### src/rtl/frame_full_ctrl.sv
// ---------------------------------------------------------------------------
// frame_full_ctrl
//
// Per-channel frame-completion tracker for the FFT output memory path.
// Each channel counts pop strobes from the CBFP stage and declares a frame
// complete once frame_len pops have been seen. With LEVEL_MODE=1, completed
// frames are queued, up to PEND_MAX per channel, until the consumer
// acknowledges them. With LEVEL_MODE=0, every completion produces a
// single-cycle pulse on full.
//
// Parameters
//   NUM_CH     number of independent channels
//   CNT_W      width of the pop counter and frame_len
//   PEND_MAX   max completed frames held pending per channel (>= 1)
//   LEVEL_MODE 1 = level/ack handshake, 0 = single-cycle pulse
//
// Ports
//   clk        rising-edge clock
//   rst        asynchronous active-high reset
//   clr        synchronous clear of all channel state
//   pop        per-channel pop strobe (one count per cycle high)
//   frame_len  pops per frame, shared by all channels (0 = counting disabled)
//   full_ack   per-channel consumer acknowledge (level mode only)
//   full       per-channel frame-available indicator
//   pend_cnt   pending frames; channel i at [i*PEND_W +: PEND_W]
//   ovf        per-channel sticky overflow
// ---------------------------------------------------------------------------
module frame_full_ctrl #(
    parameter int NUM_CH     = 2,
    parameter int CNT_W      = 5,
    parameter int PEND_MAX   = 2,
    parameter int LEVEL_MODE = 1,
    localparam int PEND_W    = $clog2(PEND_MAX + 1)
) (
    input  logic                     clk,
    input  logic                     rst,
    input  logic                     clr,
    input  logic [NUM_CH-1:0]        pop,
    input  logic [CNT_W-1:0]         frame_len,
    input  logic [NUM_CH-1:0]        full_ack,
    output logic [NUM_CH-1:0]        full,
    output logic [NUM_CH*PEND_W-1:0] pend_cnt,
    output logic [NUM_CH-1:0]        ovf
);

    localparam logic              IS_LEVEL   = (LEVEL_MODE != 0);
    localparam logic [PEND_W-1:0] PEND_LIMIT = PEND_W'(PEND_MAX);
    localparam logic [PEND_W-1:0] PEND_ONE   = PEND_W'(1);

    for (genvar i = 0; i < NUM_CH; i++) begin : g_ch

        logic [CNT_W-1:0]  cnt_q;
        logic [CNT_W-1:0]  cnt_d;
        logic [PEND_W-1:0] pend_q;
        logic [PEND_W-1:0] pend_d;
        logic              full_q;
        logic              full_d;
        logic              ovf_q;
        logic              ovf_d;

        logic              count_en;
        logic [CNT_W:0]    cnt_inc;
        logic              frame_done;
        logic              ack_take;

        // Event decode for this channel. The increment is one bit wider than
        // the counter so that a counter left above a freshly reduced
        // frame_len still compares correctly and completes on the next pop
        // instead of wrapping around.
        always_comb begin
            count_en   = pop[i] && (frame_len != '0);
            cnt_inc    = {1'b0, cnt_q} + (CNT_W + 1)'(1);
            frame_done = count_en && (cnt_inc >= {1'b0, frame_len});
            // An ack only means something if a frame is actually pending.
            ack_take   = IS_LEVEL && full_ack[i] && (pend_q != '0);
        end

        // Next-state logic: clr wins over any activity in the same cycle.
        // In level mode, a completion and a taken ack in the same cycle
        // cancel out, so pend is unchanged and no overflow is flagged even
        // when the queue is at its limit.
        always_comb begin
            cnt_d  = cnt_q;
            pend_d = pend_q;
            full_d = full_q;
            ovf_d  = ovf_q;

            if (clr) begin
                cnt_d  = '0;
                pend_d = '0;
                full_d = 1'b0;
                ovf_d  = 1'b0;
            end else begin
                if (count_en) begin
                    cnt_d = frame_done ? '0 : cnt_inc[CNT_W-1:0];
                end

                if (IS_LEVEL) begin
                    if (frame_done && !ack_take) begin
                        if (pend_q < PEND_LIMIT) begin
                            pend_d = pend_q + PEND_ONE;
                        end else begin
                            ovf_d = 1'b1;
                        end
                    end else if (!frame_done && ack_take) begin
                        pend_d = pend_q - PEND_ONE;
                    end
                    full_d = (pend_d != '0);
                end else begin
                    pend_d = '0;
                    ovf_d  = 1'b0;
                    full_d = frame_done;
                end
            end
        end

        // Channel state registers.
        always_ff @(posedge clk or posedge rst) begin
            if (rst) begin
                cnt_q  <= '0;
                pend_q <= '0;
                full_q <= 1'b0;
                ovf_q  <= 1'b0;
            end else begin
                cnt_q  <= cnt_d;
                pend_q <= pend_d;
                full_q <= full_d;
                ovf_q  <= ovf_d;
            end
        end

        assign full[i]                       = full_q;
        assign ovf[i]                        = ovf_q;
        assign pend_cnt[i*PEND_W +: PEND_W]  = pend_q;

    end : g_ch

endmodule

### config.mk
export PLATFORM = sky130hd
export DESIGN_NAME = frame_full_ctrl
export DESIGN_NICKNAME = d
export VERILOG_FILES = /design/src/rtl/frame_full_ctrl.sv
export SDC_FILE = /design/constraint.sdc
export NUM_CORES = 1
export LEC_CHECK = 0
export BUFFER_PORTS_ARGS = -buffer_cell sky130_fd_sc_hd__buf_2
export CAP_MARGIN = 20
export CORE_MARGIN = 10
export CORE_UTILIZATION = 51
export DETAILED_ROUTE_END_ITERATION = 8
export PLACE_DENSITY = 0.75
export SLEW_MARGIN = 20
export SYNTH_ARGS = -nofsm -noshare
export SYNTH_HDL_FRONTEND = slang
export SYNTH_SLANG_ARGS = --single-unit
### constraint.sdc
create_clock -name clk -period 2.2 [get_ports clk]
set_input_delay 0.22 -clock clk [delete_from_list [all_inputs] [get_ports clk]]
set_output_delay 0.22 -clock clk [all_outputs]
set_load 0.02 [all_outputs]
==> Flow_metrics.wiki, run 1 <==
{| class="wikitable"
! Metric !! Value
|-
| Share of cells above drive strength 1 || 39.1%
|-
| Worst-skew pair later-pin latency || 310 ps
|-
| Min cycle time layout || about 2200 ps
|-
| Post-layout net count || 198
|-
| Fraction of the yosys area taken by sequential cells || 32.8%
|-
| Leak pwr || 0.795 nW
|-
| Area Growth Syn to Fin || 26.0%
|-
| Max Clk Rate || 445 MHz
|-
| Synthesized net count || 169
|-
| DR vias/cell || 5.96
|-
| Final cell count without fillers || 199
|-
| Number of antenna-violating nets in the routed design || 0
|-
| Total of max-cap violations || 0
|-
| Area enclosed by the die boundary || 5170 sq um
|-
| Share of the synthesized area in the top cell type || 32.8%
|-
| Number of core rows || 18
|-
| Initial DRC count || 97
|-
| Post-Syn Area per Cell || roughly 9.7 sq um
|-
| Cells along the critical path || ha_4, buf_4, xor2_1, ha_1, nand3_1, o211a_4, o21ai_1, nand3_2, a41oi_2
|-
| Initial cell density of the core || a little over half
|-
| CP Class || reg -> reg
|-
| Final Core Density || 68.6%
|-
| Most frequent cell after synthesis || dfrtp_1
|-
| Total detailed-routing wirelength || around 3400 microns
|-
| Bufs on Longest Clock Path || 2
|-
| Number of cells after detailed placement || 188
|-
| Gate Count Post-Synth || between 100 and 150
|-
| Diode insertion count for antenna repair || 0
|-
| Tcrit/Tclk final || 102%
|-
| Mapped Area || approximately 1400 sq um
|-
| Min Hold Slack || 16.4 ps
|-
| Crit path launch type || flip-flop
|-
| IO Count || 20
|-
| Synthesis-stage register bit count || 18
|-
| Residual DRC count || 0
|-
| Sink Count || 18
|-
| Worst-Margin Slew || 739 ps
|-
| Input/output buffers || 19
|-
| Violated checks || negative setup slack
|-
| Number of vias in the routed layout || about 1200
|-
| Aggregate global routing overflow || 0
|-
| Top_reg_cell synth || dfrtp_1
|-
| Die boundary width || 71.9 microns
|-
| Hold crit path type || in -> async
|-
| PwrDens || 647 nW/um^2
|-
| Setup repair after global routing missed its margin || true
|-
| Wire length of the first global-routing pass || 5580 microns
|-
| Element type at the critical path end || flip-flop
|-
| Setup TNS || -47.5 ps
|-
| Number of antenna violations at the first check in global routing || 0
|-
| Synth Warn # || 0
|-
| Dpl ws || -92.6 ps
|-
| Power consumption || around 1.1 mW
|-
| Number of CTS-inserted buffers || 3
|-
| Clock-pin slew reported for the worst setup and hold paths after clock tree synthesis || 120 ps
|-
| Arrival time of data at the critical path endpoint || approximately 2500 ps
|-
| Final hold violation count || 0
|-
| Total Routing Usage GR || 12.9%
|-
| Maximum number of pins on one net before global-route repair || 19
|-
| Number of pins exceeding their max-slew limit in the final report || 0
|-
| Critical-path maximum fanout || 5
|-
| Placed Instance Area || 1500 sq um
|-
| Design Area, Final || 1730 sq um
|-
| Asr flop ratio synth || 100%
|-
| TritonRoute pass-1 iters || 4
|-
| Worst slew margin relative to its limit || 50.7%
|-
| H-tree levels || 1
|-
| Vias in the first global route || about 1200
|-
| Final worst setup slack || -47.5 ps
|-
| Count of flip-flops with a built-in enable after synthesis || 0
|-
| Half-perimeter wire length of the detailed placement result || 2480 microns
|-
| Longest individual stage delay on the worst path || 470 ps
|-
| TritonCTS clock tree || built
|-
| Worst clock skew || 1.70 ps
|-
| Setup violations, final || 1
|-
| CP Data Required Time || 2430 ps
|-
| Routability congestion estimate from global placement || 0.830
|-
| Clock root buffer || clkbuf_4
|-
| Cell types with the highest counts after synthesis || 18 x dfrtp_1, 16 x ha_1, 10 x inv_1, 10 x nand3_1, 9 x a21oi_1
|-
| Core area || 2520 sq um
|-
| Post-synth cell types || 40
|-
| Maximum vdd ir drop || ~0.54 mV
|-
| Run status || complete, but fails checks
|-
| Die boundary height || around 70 microns
|-
| Crit-path slowest cell || dfrtp_2
|-
| Mean routed wirelength per cell || around 17 microns
|-
| Synth top area cells || dfrtp_1 33%, ha_1 15%, a22o_1 3.8%
|-
| Most area-hungry cell type in the Yosys netlist || dfrtp_1
|}
-- area by class of cell --
| type | count | area, sq um |
|---|---|---|
| timing repair buffer | 29 | 174 |
| fill | 183 | 792 |
| tap | 30 | 37.5 |
| clock buffer | 4 | 36.3 |
| multi-input combinational | 108 | 993 |
| inverter | 10 | 37.5 |
| sequential | 18 | 452 |
-- metal layers --
layer,vias up,wire [microns],GRT usage (%)
li1,577,-,-
met1,575,1530,15.1
met2,26,1670,21.8
met3,8,182,3.95
met4,0,65,4.52
met5,-,0,0
-- critical path, delay by kind of cell, from the launching register on --
kind,cells,cell delay (ps)
buffers and inverters,1,140
AO/OA/AOI/OAI,3,720
flip-flops,1,470
adder cells (fa/ha/maj),2,450
AND/OR/NAND/NOR,2,240
XOR/XNOR,1,150
-- registers in the layout, summed over array words and instances (netlist names) --
signal       count
g_ch.cnt_q      10
g_ch.pend_q      4
g_ch.ovf_q       2
g_ch.full_q      2
-- placed cells by master, fill, tap and decap left out, types with 3 or more instances in the layout --
master / Yosys / routed
a21oi_1: 9 / 6
o21ai_1: 4 / 5
a21oi_2: 0 / 3
nor2b_1: 4 / 4
nand3_1: 10 / 7
nor3_1: 5 / 5
clkbuf_4: 0 / 3
ha_4: 0 / 3
buf_2: 0 / 19
inv_1: 10 / 10
nand3_2: 1 / 4
nand2b_1: 5 / 5
a22o_1: 6 / 6
nor2_2: 3 / 3
ha_1: 16 / 13
buf_4: 4 / 9
nor2_1: 6 / 6
a31oi_1: 4 / 4
dfrtp_1: 18 / 17
-- kinds of logic after synthesis --
family / share of synthesized area [%]
AO/OA/AOI/OAI: 24.6
XOR/XNOR: 3.83
AND/OR/NAND/NOR: 17.4
flip-flops: 32.8
multiplexers: 1.64
buffers and inverters: 5.19
adder cells (fa/ha/maj): 14.6
-- path summary, 6_finish.rpt --
kind | cells after the start | startpoint | to | slack [ps]
max | 9 | g_ch[1].cnt_q[1]$_DFFE_PP0P_ | g_ch[1].full_q$_DFF_PP0_ | -50
min in group clk | 2 | clr | g_ch[1].ovf_q$_DFFE_PP0P_ | 290
min | 2 | rst | g_ch[0].pend_q[1]$_DFF_PP0_ | 20
max in group asynchronous | 2 | rst | g_ch[1].cnt_q[1]$_DFFE_PP0P_ | 1680
max reg2reg | 9 | g_ch[1].cnt_q[1]$_DFFE_PP0P_ | g_ch[1].full_q$_DFF_PP0_ | -50
min reg2reg | 2 | g_ch[1].ovf_q$_DFFE_PP0P_ | g_ch[1].ovf_q$_DFFE_PP0P_ | 520
-- repair_timing --
action	in CTS	in global routing
hold buffers	0	0
gates resized for setup	3	25
setup buffers	0	7
setup endpoints to repair	6	18
pin swaps	1	11
-- power breakdown --
group / switching [mW] / total [mW] / internal (mW)
clock: 0.119 / 0.220 / 0.101
combinational: 0.289 / 0.492 / 0.203
sequential: 0.0374 / 0.408 / 0.370
Power figures use the tool's default switching activity.
==> run 2: changes to the inputs <==
--- a/config.mk
+++ b/config.mk
@@ -8,9 +8,9 @@
 export BUFFER_PORTS_ARGS = -buffer_cell sky130_fd_sc_hd__buf_2
 export CAP_MARGIN = 20
 export CORE_MARGIN = 10
-export CORE_UTILIZATION = 51
+export CORE_UTILIZATION = 61
 export DETAILED_ROUTE_END_ITERATION = 8
-export PLACE_DENSITY = 0.75
+export PLACE_DENSITY = 0.84
 export SLEW_MARGIN = 20
 export SYNTH_ARGS = -nofsm -noshare
 export SYNTH_HDL_FRONTEND = slang
==> constraint.sdc (replaced) <==
create_clock -name clk -period 2.91 [get_ports clk]
set_input_delay 0.291 -clock clk [delete_from_list [all_inputs] [get_ports clk]]
set_output_delay 0.291 -clock clk [all_outputs]
set_load 0.01 [all_outputs]
==> run 2 against run 1 <==
  * The flow now finishes without violations
  * Sequential power down 24%
  * Clock skew down 1.3 ps
  * Final cell count down 6.0%
  * Count of clock-buffer cells in the layout unchanged
  * Utilization up 0.83 points
  * Total power down 33%
  * Maximum frequency down 4.6%
  * Critical path type unchanged
  * Largest cell class unchanged
==> Flow_metrics.wiki, run 2 (synthesis gave the netlist of run 1 again) <==
{| class="wikitable"
! Metric !! Value
|-
| Crit path launch type || flip-flop
|-
| Setup crit start || g_ch[1].cnt_q[0]$_DFFE_PP0P_
|-
| Setup repair after global routing missed its margin || false
|-
| Aggregate global routing overflow || 0
|-
| Worst clock skew || 0.414 ps
|-
| Number of vias in the routed layout || 1136
|-
| Wire length of the first global-routing pass || 4930 microns
|-
| Die boundary width || 67.5 microns
|-
| DR vias/cell || about 6
|-
| Share of cells above drive strength 1 || between 20% and 30%
|-
| Area Growth Syn to Fin || 9.65%
|-
| GR Util met1 || between 15 and 20%
|-
| Total of max-cap violations || 0
|-
| Hold crit path type || in -> async
|-
| Register containing the most flip-flops in the final layout || g_ch.cnt_q
|-
| Reg2reg setup slack || 550 ps
|-
| Largest registers || g_ch.cnt_q: 10 flops, g_ch.pend_q: 4 flops
|-
| Sink Count || 18
|-
| Endpoint of the most critical setup path || g_ch[1].full_q$_DFF_PP0_
|-
| PwrDens || 500 nW/um^2
|-
| TritonCTS clock tree || built
|-
| Initial cell density of the core || 63.3%
|-
| Number of CTS-inserted buffers || 3
|-
| Worst-skew pair later-pin latency || 300 ps
|-
| Filler cell count || 179
|-
| R2R Path End || g_ch[1].full_q$_DFF_PP0_
|-
| Number of flip-flops in the largest register || 10
|-
| Maximum vdd ir drop || 0.351 mV
|-
| CP Class || reg -> reg
|-
| Number of pins exceeding their max-slew limit in the final report || 0
|-
| Element type at the critical path end || flip-flop
|-
| Critical-path maximum fanout || 5
|-
| Tcrit/Tclk final || 81.0%
|-
| Number of core rows || 17
|-
| Vias in the first global route || between 1000 and 1500
|-
| Worst slew margin relative to its limit || between 50 and 60%
|-
| Dpl ws || 598 ps
|-
| Met3 global-route usage || 3.14%
|-
| Power consumption || 753 uW
|-
| Longest individual stage delay on the worst path || about 440 ps
|-
| Most frequent cells in the layout || 19 x buf_2, 18 x dfrtp_1, 16 x ha_1
|-
| Diode insertion count for antenna repair || 0
|-
| Crit-path slowest cell || dfrtp_1
|-
| Setup violations, final || 0
|-
| Area enclosed by the die boundary || between 4000 and 5000 sq um
|-
| Post CTS Setup Buffer Count || 0
|-
| Cell family with the largest share of critical-path delay || compound AO/OA/AOI/OAI gates
|-
| Min cycle time layout || 2360 ps
|-
| Bufs on Longest Clock Path || 2
|-
| Mean routed wirelength per cell || 15.4 microns
|-
| Number of gates given a new drive strength after cts || 0
|-
| Total detailed-routing wirelength || approximately 2900 microns
|-
| Commonest non-fill, non-tap cell in the layout || buf_2
|-
| CP Data Required Time || slightly above 3000 ps
|-
| Worst Reg2Reg Path Length in Cells || 8
|-
| Residual DRC count || 0
|-
| Half-perimeter wire length of the detailed placement result || between 2000 and 2500 microns
|-
| H-tree levels || 1
|-
| Arrival time of data at the critical path endpoint || 2530 ps
|-
| Routability congestion estimate from global placement || ~0.80
|-
| Final worst setup slack || about 550 ps
|-
| Maximum number of pins on one net before global-route repair || 19
|-
| Max Clk Rate || 424 MHz
|-
| Total Routing Usage GR || 13.7%
|-
| Initial DRC count || 66
|-
| Input/output buffers || 19
|-
| IO Count || 20
|-
| Die boundary height || approximately 67 microns
|-
| Reg-to-Reg Start || g_ch[1].cnt_q[0]$_DFFE_PP0P_
|-
| Number of cells on the critical path || 8
|-
| Final Core Density || 69.4%
|-
| WP buf/inv || 0
|-
| Run status || completed
|-
| Leak pwr || 0.729 nW
|-
| Setup TNS || 0 ps
|-
| TritonRoute pass-1 iters || 5
|-
| Worst-Margin Slew || 687 ps
|-
| Core area || 2170 sq um
|-
| Post-layout net count || 188
|-
| Final hold violation count || 0
|-
| Number of antenna violations at the first check in global routing || 0
|-
| Global-route track usage on met2 || 23.5%
|-
| Cells along the critical path || ha_1, nand3_1, xnor2_1, ha_1, nand3_1, o211a_1, o311ai_1, a41oi_2
|-
| Global route hottest layer || met2
|-
| Clock-pin slew reported for the worst setup and hold paths after clock tree synthesis || 110 ps
|-
| Clock root buffer || clkbuf_4
|-
| Number of antenna-violating nets in the routed design || 0
|-
| Count of hold buffers inserted by post-cts repair || 0
|}
## run 2: cell types whose count changed in the layout (fill, tap and decap cells not counted), moves of 2 or more
| cell | previous run | this run |
|---|---|---|
| nand3_1 | 7 | 10 |
| a21oi_1 | 6 | 9 |
| o21ai_0 | 1 | 3 |
| ha_1 | 13 | 16 |
| a21oi_2 | 3 | 0 |
| buf_4 | 9 | 0 |
| ha_4 | 3 | 0 |
| nand3_2 | 4 | 1 |
## run 2: layer usage
| layer | wire, microns | part of all wire [%] |
|---|---|---|
| met4 | 53 | 1.8 |
| met1 | 1330 | 46 |
| met3 | 166 | 5.8 |
| met2 | 1330 | 46 |
| met5 | 0 | 0 |
## run 2: worst min-delay path by stage
stage               startpoint                            to  slack [ps]  cells past startpoint
floorplan                  rst  g_ch[0].cnt_q[0]$_DFFE_PP0P_         230                      1
global placement           rst   g_ch[0].pend_q[1]$_DFF_PP0_         420                      2
detailed placement         rst      g_ch[0].full_q$_DFF_PP0_         440                      2
CTS                        rst     g_ch[1].ovf_q$_DFFE_PP0P_         100                      2
global route               rst     g_ch[1].ovf_q$_DFFE_PP0P_         130                      2
finish                     rst   g_ch[0].pend_q[1]$_DFF_PP0_          70                      2
## run 2: through the flow
step                      cells  hold slack, ps  cell area [sq um]
after global placement      183             424               1470
final                       187            73.9               1510
after detailed placement    183             435               1470
after CTS                   187             103               1510
after floorplan             141             230               1370
after global routing        187             127               1510
## run 2: area by class of cell
type | count | area, sq um | share of cell area, %
inverters | 10 | 37.5 | 2.49
flip-flops and latches | 18 | 450 | 29.9
multi-input cells | 108 | 852 | 56.6
well taps | 28 | 35.0 | 2.33
clock buffers | 4 | 36.3 | 2.41
repair buffers | 19 | 95.1 | 6.31
## run 2: power by group
| group | leakage [nW] | total, mW | internal (mW) | switching, mW |
|---|---|---|---|---|
| sequential | 0.246 | 0.309 | 0.280 | 0.0289 |
| clock | 0.0210 | 0.162 | 0.0764 | 0.0852 |
| combinational | 0.462 | 0.283 | 0.118 | 0.165 |
